===== src/rtl/fft_inplace_ctrl_pkg.sv =====
// ---------------------------------------------------------------------------
// fft_pkg
//   Shared definitions for the in-place radix-2 FFT controller:
//   - state_t : controller FSM states (LOAD, STAGE, GAP, UNLOAD)
//   - N, HALF : point count and bank depth of the default 64-point build
//   - par()   : XOR-reduction of the low 'bits' bits of a value; this is the
//               bank-select function for the two-bank sample memory
// ---------------------------------------------------------------------------
package fft_pkg;

  typedef enum logic [1:0] {
    LOAD   = 2'd0,
    STAGE  = 2'd1,
    GAP    = 2'd2,
    UNLOAD = 2'd3
  } state_t;

  localparam int LOG2N_DEF = 6;
  localparam int N         = 1 << LOG2N_DEF;
  localparam int HALF      = N / 2;

  // Parity of the low 'bits' bits of x. The loop is fixed at 32 iterations so
  // it unrolls to a plain XOR tree whatever the caller's width is.
  function automatic logic par(input logic [31:0] x, input int bits);
    logic p;
    p = 1'b0;
    for (int i = 0; i < 32; i++) begin
      if (i < bits) begin
        p = p ^ x[i];
      end
    end
    return p;
  endfunction

endpackage


===== src/rtl/fft_inplace_ctrl_addr_delay.sv =====
// ---------------------------------------------------------------------------
// fft_addr_delay
//   DEPTH-stage shift register carrying {we, addr} for both sample banks.
//   It turns the read enable/address issued during a butterfly stage into
//   the matching write enable/address DEPTH cycles later, so results land
//   back at the addresses they were read from.
//
// Ports:
//   clk, rst             clock, synchronous active-high reset (clears pipe)
//   we0_in,  we1_in      write-enable candidates for bank 0 / bank 1
//   addr0_in, addr1_in   addresses for bank 0 / bank 1
//   we0_out, we1_out     delayed write enables
//   addr0_out, addr1_out delayed addresses
// ---------------------------------------------------------------------------
module fft_addr_delay
  import fft_pkg::*;
#(
  parameter int AW    = 5,
  parameter int DEPTH = 1
) (
  input  logic          clk,
  input  logic          rst,
  input  logic          we0_in,
  input  logic          we1_in,
  input  logic [AW-1:0] addr0_in,
  input  logic [AW-1:0] addr1_in,
  output logic          we0_out,
  output logic          we1_out,
  output logic [AW-1:0] addr0_out,
  output logic [AW-1:0] addr1_out
);

  localparam int W = 2 * (AW + 1);

  logic [W-1:0] pipe [DEPTH];

  always_ff @(posedge clk) begin
    if (rst) begin
      for (int i = 0; i < DEPTH; i++) begin
        pipe[i] <= '0;
      end
    end else begin
      pipe[0] <= {we0_in, addr0_in, we1_in, addr1_in};
      for (int i = 1; i < DEPTH; i++) begin
        pipe[i] <= pipe[i-1];
      end
    end
  end

  assign {we0_out, addr0_out, we1_out, addr1_out} = pipe[DEPTH-1];

endmodule


===== src/rtl/fft_inplace_ctrl.sv =====
// ---------------------------------------------------------------------------
// fft_inplace_ctrl
//   Controller for a radix-2, in-place FFT built on two N/2-deep sample
//   banks. Sample k lives in bank par(k) at address k>>1, which guarantees
//   that both operands of every butterfly sit in different banks, so one
//   read and one write per bank per cycle is enough.
//
//   Flow: LOAD (N samples via valid/ready) -> STAGE/GAP repeated LOG2N-1
//   times -> UNLOAD (N/2 pairs, stalls on out_ready) -> LOAD.
//
// Ports:
//   clk, rst              clock, synchronous active-high reset
//   in_valid / in_ready   load handshake; a sample is written when both high
//   out_ready             downstream accepts the pair read this cycle
//   out_valid             pair read last cycle is on the bank read ports
//   out_last              qualifies the final output pair
//   busy                  high outside LOAD
//   done                  one-cycle pulse after the last output handshake
//   stage                 current stage index (LOG2N-1 during UNLOAD)
//   we_b*, waddr_b*       bank write enables / addresses
//   re_b*, raddr_b*       bank read enables / addresses
//   swap0_en, swap1_en    butterfly swap selects, aligned with read data
// ---------------------------------------------------------------------------
module fft_inplace_ctrl
  import fft_pkg::*;
#(
  parameter int LOG2N  = 6,
  parameter int AW     = LOG2N - 1,
  parameter int BF_LAT = 1,
  parameter int SW     = $clog2(LOG2N)
) (
  input  logic          clk,
  input  logic          rst,
  input  logic          in_valid,
  output logic          in_ready,
  input  logic          out_ready,
  output logic          out_valid,
  output logic          out_last,
  output logic          busy,
  output logic          done,
  output logic [SW-1:0] stage,
  output logic          we_b0,
  output logic          we_b1,
  output logic          re_b0,
  output logic          re_b1,
  output logic [AW-1:0] waddr_b0,
  output logic [AW-1:0] waddr_b1,
  output logic [AW-1:0] raddr_b0,
  output logic [AW-1:0] raddr_b1,
  output logic          swap0_en,
  output logic          swap1_en
);

  localparam int GW = 3;

  state_t          state;
  logic [LOG2N-1:0] k;
  logic [AW-1:0]   j;
  logic [SW-1:0]   s;
  logic [GW-1:0]   g;

  logic swap0_q;
  logic swap1_q;
  logic out_valid_q;
  logic out_last_q;
  logic done_q;

  logic [AW-1:0] bmask;
  logic [AW-1:0] j_partner;
  logic [AW-1:0] k_addr;
  logic          j_bit;
  logic          par_k;
  logic          par_j2;
  logic          stage_rd;

  logic          dly_we0;
  logic          dly_we1;
  logic [AW-1:0] dly_addr0;
  logic [AW-1:0] dly_addr1;
  logic [AW-1:0] dly_in0;
  logic [AW-1:0] dly_in1;

  // Butterfly partner distance for stage s is 1 << (LOG2N-2-s). Outside
  // STAGE the mask is unused, so an out-of-range shift there is harmless.
  assign bmask     = {{(AW-1){1'b0}}, 1'b1} << (SW'(LOG2N-2) - s);
  assign j_partner = j ^ bmask;
  assign j_bit     = |(j & bmask);
  assign k_addr    = k[LOG2N-1:1];
  assign par_k     = par(32'(k), LOG2N);
  assign par_j2    = par(32'({j, 1'b0}), LOG2N);
  assign stage_rd  = (state == STAGE);

  // Only butterfly reads feed the write pipe; UNLOAD reads never write back,
  // and zero addresses keep the write ports quiet once the pipe drains.
  assign dly_in0 = stage_rd ? j : '0;
  assign dly_in1 = stage_rd ? j_partner : '0;

  fft_addr_delay #(
    .AW    (AW),
    .DEPTH (BF_LAT)
  ) u_addr_delay (
    .clk       (clk),
    .rst       (rst),
    .we0_in    (stage_rd),
    .we1_in    (stage_rd),
    .addr0_in  (dly_in0),
    .addr1_in  (dly_in1),
    .we0_out   (dly_we0),
    .we1_out   (dly_we1),
    .addr0_out (dly_addr0),
    .addr1_out (dly_addr1)
  );

  // Main FSM with its counters and the registered, read-aligned outputs.
  // k, j wrap to zero on their own at the end of each phase because they are
  // exactly LOG2N and LOG2N-1 bits wide.
  always_ff @(posedge clk) begin
    if (rst) begin
      state       <= LOAD;
      k           <= '0;
      j           <= '0;
      s           <= '0;
      g           <= '0;
      swap0_q     <= 1'b0;
      swap1_q     <= 1'b0;
      out_valid_q <= 1'b0;
      out_last_q  <= 1'b0;
      done_q      <= 1'b0;
    end else begin
      swap0_q     <= 1'b0;
      swap1_q     <= 1'b0;
      out_valid_q <= 1'b0;
      out_last_q  <= 1'b0;
      done_q      <= 1'b0;
      case (state)
        LOAD: begin
          if (in_valid) begin
            k <= k + 1'b1;
            if (&k) begin
              state <= STAGE;
              j     <= '0;
              s     <= '0;
            end
          end
        end
        STAGE: begin
          swap0_q <= j_bit;
          swap1_q <= j_bit;
          j       <= j + 1'b1;
          if (&j) begin
            state <= GAP;
            g     <= '0;
          end
        end
        GAP: begin
          // Hold off reads until the last BF_LAT writes have landed.
          if (g == GW'(BF_LAT - 1)) begin
            g     <= '0;
            s     <= s + 1'b1;
            state <= (s == SW'(LOG2N - 2)) ? UNLOAD : STAGE;
          end else begin
            g <= g + 1'b1;
          end
        end
        UNLOAD: begin
          swap0_q <= par_j2;
          if (out_ready) begin
            out_valid_q <= 1'b1;
            out_last_q  <= &j;
            j           <= j + 1'b1;
            if (&j) begin
              done_q <= 1'b1;
              state  <= LOAD;
              s      <= '0;
            end
          end
        end
        default: begin
          state <= LOAD;
        end
      endcase
    end
  end

  // Output decode. Everything is forced low while rst is asserted; load
  // writes follow in_valid directly so a sample is stored in its handshake
  // cycle, while compute writes come from the delay pipe.
  always_comb begin
    in_ready  = 1'b0;
    busy      = 1'b0;
    stage     = '0;
    re_b0     = 1'b0;
    re_b1     = 1'b0;
    raddr_b0  = '0;
    raddr_b1  = '0;
    we_b0     = 1'b0;
    we_b1     = 1'b0;
    waddr_b0  = '0;
    waddr_b1  = '0;
    swap0_en  = 1'b0;
    swap1_en  = 1'b0;
    out_valid = 1'b0;
    out_last  = 1'b0;
    done      = 1'b0;
    if (!rst) begin
      busy      = (state != LOAD);
      stage     = s;
      swap0_en  = swap0_q;
      swap1_en  = swap1_q;
      out_valid = out_valid_q;
      out_last  = out_last_q;
      done      = done_q;
      case (state)
        LOAD: begin
          in_ready = 1'b1;
          we_b0    = in_valid & ~par_k;
          we_b1    = in_valid & par_k;
          waddr_b0 = k_addr;
          waddr_b1 = k_addr;
        end
        STAGE: begin
          re_b0    = 1'b1;
          re_b1    = 1'b1;
          raddr_b0 = j;
          raddr_b1 = j_partner;
        end
        UNLOAD: begin
          re_b0    = out_ready;
          re_b1    = out_ready;
          raddr_b0 = j;
          raddr_b1 = j;
        end
        default: begin
        end
      endcase
      if (state != LOAD) begin
        we_b0    = dly_we0;
        we_b1    = dly_we1;
        waddr_b0 = dly_addr0;
        waddr_b1 = dly_addr1;
      end
    end
  end

endmodule


===== config.mk =====
export PLATFORM = sky130hd
export DESIGN_NAME = fft_inplace_ctrl
export DESIGN_NICKNAME = d
export VERILOG_FILES = /design/src/rtl/fft_inplace_ctrl_pkg.sv /design/src/rtl/fft_inplace_ctrl_addr_delay.sv /design/src/rtl/fft_inplace_ctrl.sv
export SDC_FILE = /design/constraint.sdc
export NUM_CORES = 1
export LEC_CHECK = 0
export BUFFER_PORTS_ARGS = -buffer_cell sky130_fd_sc_hd__buf_4
export CAP_MARGIN = 20
export CORE_MARGIN = 2
export CORE_UTILIZATION = 57
export CTS_BUF_LIST = sky130_fd_sc_hd__clkbuf_4 sky130_fd_sc_hd__clkbuf_8
export CTS_CLUSTER_DIAMETER = 120
export DETAILED_ROUTE_END_ITERATION = 10
export PLACE_DENSITY = 0.82
export RECOVER_POWER = 100
export SLEW_MARGIN = 20
export SYNTH_ARGS = -nofsm -noshare
export SYNTH_HDL_FRONTEND = slang
export SYNTH_SLANG_ARGS = --single-unit

===== constraint.sdc =====
create_clock -name clk -period 4.29 [get_ports clk]
set_input_delay 0.6435 -clock clk [delete_from_list [all_inputs] [get_ports clk]]
set_output_delay 0.6435 -clock clk [all_outputs]
set_load 0.02 [all_outputs]

==> flow_metrics.py <==
metrics = {
    "run_status": {
        "status": "complete, but fails checks",
        "violations": "max-capacitance violations, max-slew violations",
    },
    "sta": {
        "setup_viol": 0,
        "hold_ws_ns": 0.503,
        "maxSlewViolCount": 41,
        "hold_viol": 0,
        "fin_skew_ns": 0.00492,
        "tns_ns": 0,
        "max_slew.worst_pin.slew_ns": 1.70,
        "relSlewSlack_pct": -13.2,
        "fin_crit_ns": 3.25,
        "rsz0062_at_grt": "no",
        "max_freq_ghz": 0.307,
        "fin_crit_sh_pct": 75.8,
    },
    "worst_setup_path": {
        "reg2reg_from": "s[0]",
        "crit_path_top_delay_cell": "clkbuf_1",
        "regToRegSetupSlack_ns": 1.96,
        "critical-path-max-stage-delay_ns": 1.20,
        "start_kind": "input port",
        "r2r-end": "swap0_q",
        "cp_data_arrival_time_ns": 2.61,
        "cpMostUsedCell": "clkbuf_1",
        "cp_max_fo": 40,
        "required_ns": 3.65,
        "crit_type": "in2out",
        "end_kind": "primary output",
        "worstPathCellList": "clkbuf_1, nand2b_1, nor2_1, clkbuf_1",
        "reg2reg_depth": 8,
    },
    "cells_and_area": {
        "areaGrowthSynthToFinish_pct": 10.3,
        "num_antenna_cells": 0,
        "drive_gt1_share_pct": 8.52,
        "seq_area_um2": 681,
        "mostFrequentLayoutCells": "dfxtp_1 (34), clkbuf_1 (29), nor2_1 (24), nand2_1 (24), a21oi_1 (19)",
        "final_nets": 290,
        "fillers": 318,
        "multi_input_area_um2": 1230,
        "layout_commonest_cell": "dfxtp_1",
    },
    "synth": {
        "syn_area_per_cell_um2": 8.51,
        "ys_seq_area_share_pct": 33.2,
        "synth_top_cell_by_area": "dfxtp_1",
        "synth.area.top_cells": "dfxtp_1 (33%), ha_1 (10%), and2_1 (5.8%)",
        "yosys_warnings": 0,
        "yosys_register_bits": 34,
        "syn_area_um2": 2050,
        "syn_inst": 241,
        "synth.distinct_cells": 43,
        "netlist.area_leader.share_pct": 33.2,
        "synthesis.nets": 262,
    },
    "clock_tree": {
        "postCtsHoldBufs": 0,
        "cts.clk_slew.worst_paths_ns": 0.11,
        "post_cts_buffers": 0,
        "clk-insertion-delay-late_ns": 0.35,
        "cts_resized": 0,
        "cts.sinks": 34,
        "tritoncts": "done",
        "cts_buffers": 5,
        "clk_path_buf_depth": 2,
        "cts-root-buf": "clkbuf_4",
        "htreeDepth": 2,
    },
    "grt": {
        "grt_pass1_vias": 1476,
        "grt_overflow": 0,
        "gr-usage-all-layers_pct": 21.9,
        "grt_pass1_wl_um": 7010,
        "antenna_found_initial": 0,
        "grt_max_degree": 41,
    },
    "pwr": {
        "power_w": 0.000660,
        "power_density_nw_per_um2": 292,
        "vdd_ir_drop_max_uv": 240,
        "power_leakage_nw": 0.888,
    },
    "detailed_routing": {
        "drc": 0,
        "wl_met2_um": 1960,
        "drt_first_pass_iters": 4,
        "via_per_inst": 5.30,
        "drtIter0Drc": 57,
        "maxUsedRoutingLayer": "met4",
        "final_antenna_net_count": 0,
        "routedWlPerCell_um": 13.3,
        "dr_wl_met3_um": 157,
        "drt_wl_total_um": 4200,
        "vias": 1675,
        "route.layer.met1.wl_um": 2030,
    },
    "floorplanning": {
        "die_h_um": 64.0,
        "start_util_pct": 60.5,
        "die_area_um2": 4090,
        "die_x_um": 64.0,
        "rows": 21,
        "ioPinCount": 38,
        "core-area_um2": 3390,
    },
    "min_path": {
        "min_path_cells": 2,
        "hold_path_class": "reg2reg",
        "hold_end": "k[1]",
        "hp-start": "k[1]",
    },
    "placed_design": {
        "place.detailed.hpwl_um": 2960,
        "routabilityCongestion": 0.858,
        "numPortBuffers": 37,
    },
    "run": {
        "maxCapViolations": 1,
    },
}
[critical path, delay by kind of cell]
family | cells | cell delay, ns
simple gates | 2 | 0.56
buf+inv | 2 | 1.40
[Yosys cell counts, drive strengths merged]
master and instances:
a22o 2, and3 4, o21a 2, nand3b 3, a221oi 1, buf 10, nor3b 1, clkbuf 6
nor2b 18, dfxtp 34, a21oi 20, mux2 1, or2 1, xnor3 1, o31ai 2, inv 4
nand3 2, a22oi 3, xnor2 5, xor2 5, nand2 24, or4 1, o21ai 8, and2b 1
a211oi 1, and3b 2, nand4 2, nand2b 5, mux2i 5, nor2 25, a31oi 2, and4b 1
and2 19, ha 17, nor3 3
[metal layers]
metal	global-route usage (%)	up-vias
li1	-	860
met1	29.0	784
met5	0	-
met4	7.07	0
met3	6.87	7
met2	33.7	24
[cells by family after synthesis]
logic type | Yosys count | share of synthesized area (%)
AO/OA/AOI/OAI | 41 | 12.4
XOR/XNOR | 11 | 5.37
AND/OR/NAND/NOR | 112 | 29.6
adder cells (fa/ha/maj) | 17 | 10.4
flip-flops | 34 | 33.2
buffers and inverters | 20 | 6.10
multiplexers | 6 | 2.99
[how the worst max path moves through the flow]
| stage | from | endpoint | cells after the start |
|---|---|---|---|
| final | rst | re_b1 | 4 |
| after global routing | rst | re_b1 | 4 |
| after CTS | s[0] | raddr_b1[4] | 8 |
| after detailed placement | s[0] | raddr_b1[4] | 8 |
| after global placement | s[0] | raddr_b1[4] | 8 |
| after floorplan | s[0] | raddr_b1[4] | 7 |
[registers in the layout (all words and copies together) (netlist names)]
register and count:
out_last_q 1, k 6, swap1_q 1, g 3, s 3, out_valid_q 1
state 2, swap0_q 1, j 5, u_addr_delay.pipe 11
[metrics by stage]
| stage | instances | util (%) | setup WS, ns | instance area (um^2) |
|---|---|---|---|---|
| floorplan | 241 | - | 1.89 | 2050 |
| CTS | 316 | 70.4 | 1.41 | 2390 |
| detailed placement | 308 | 67.1 | 1.80 | 2280 |
| finish | 316 | 66.7 | 1.04 | 2260 |
| global route | 316 | 66.7 | 0.848 | 2260 |
| global placement | 308 | 67.1 | 1.86 | 2280 |
[area by class of cell]
cell class                      count  share of cell area, %
Clock buffer                        6                   2.27
Clock inverter                      2                   2.65
Inverter                            4                  0.664
Multi-Input combinational cell    187                   54.3
Sequential cell                    34                   30.1
Tap cell                           46                   2.54
Timing Repair Buffer               37                   7.47
[report_power, final]
part | total, W | internal (W) | leakage, nW | switching (W)
Combinational | 0.0000321 | 0.0000115 | 0.555 | 0.0000206
Sequential | 0.000319 | 0.000317 | 0.274 | 0.00000191
Clock | 0.000309 | 0.000197 | 0.0585 | 0.000112
Power figures use the tool's default switching activity.
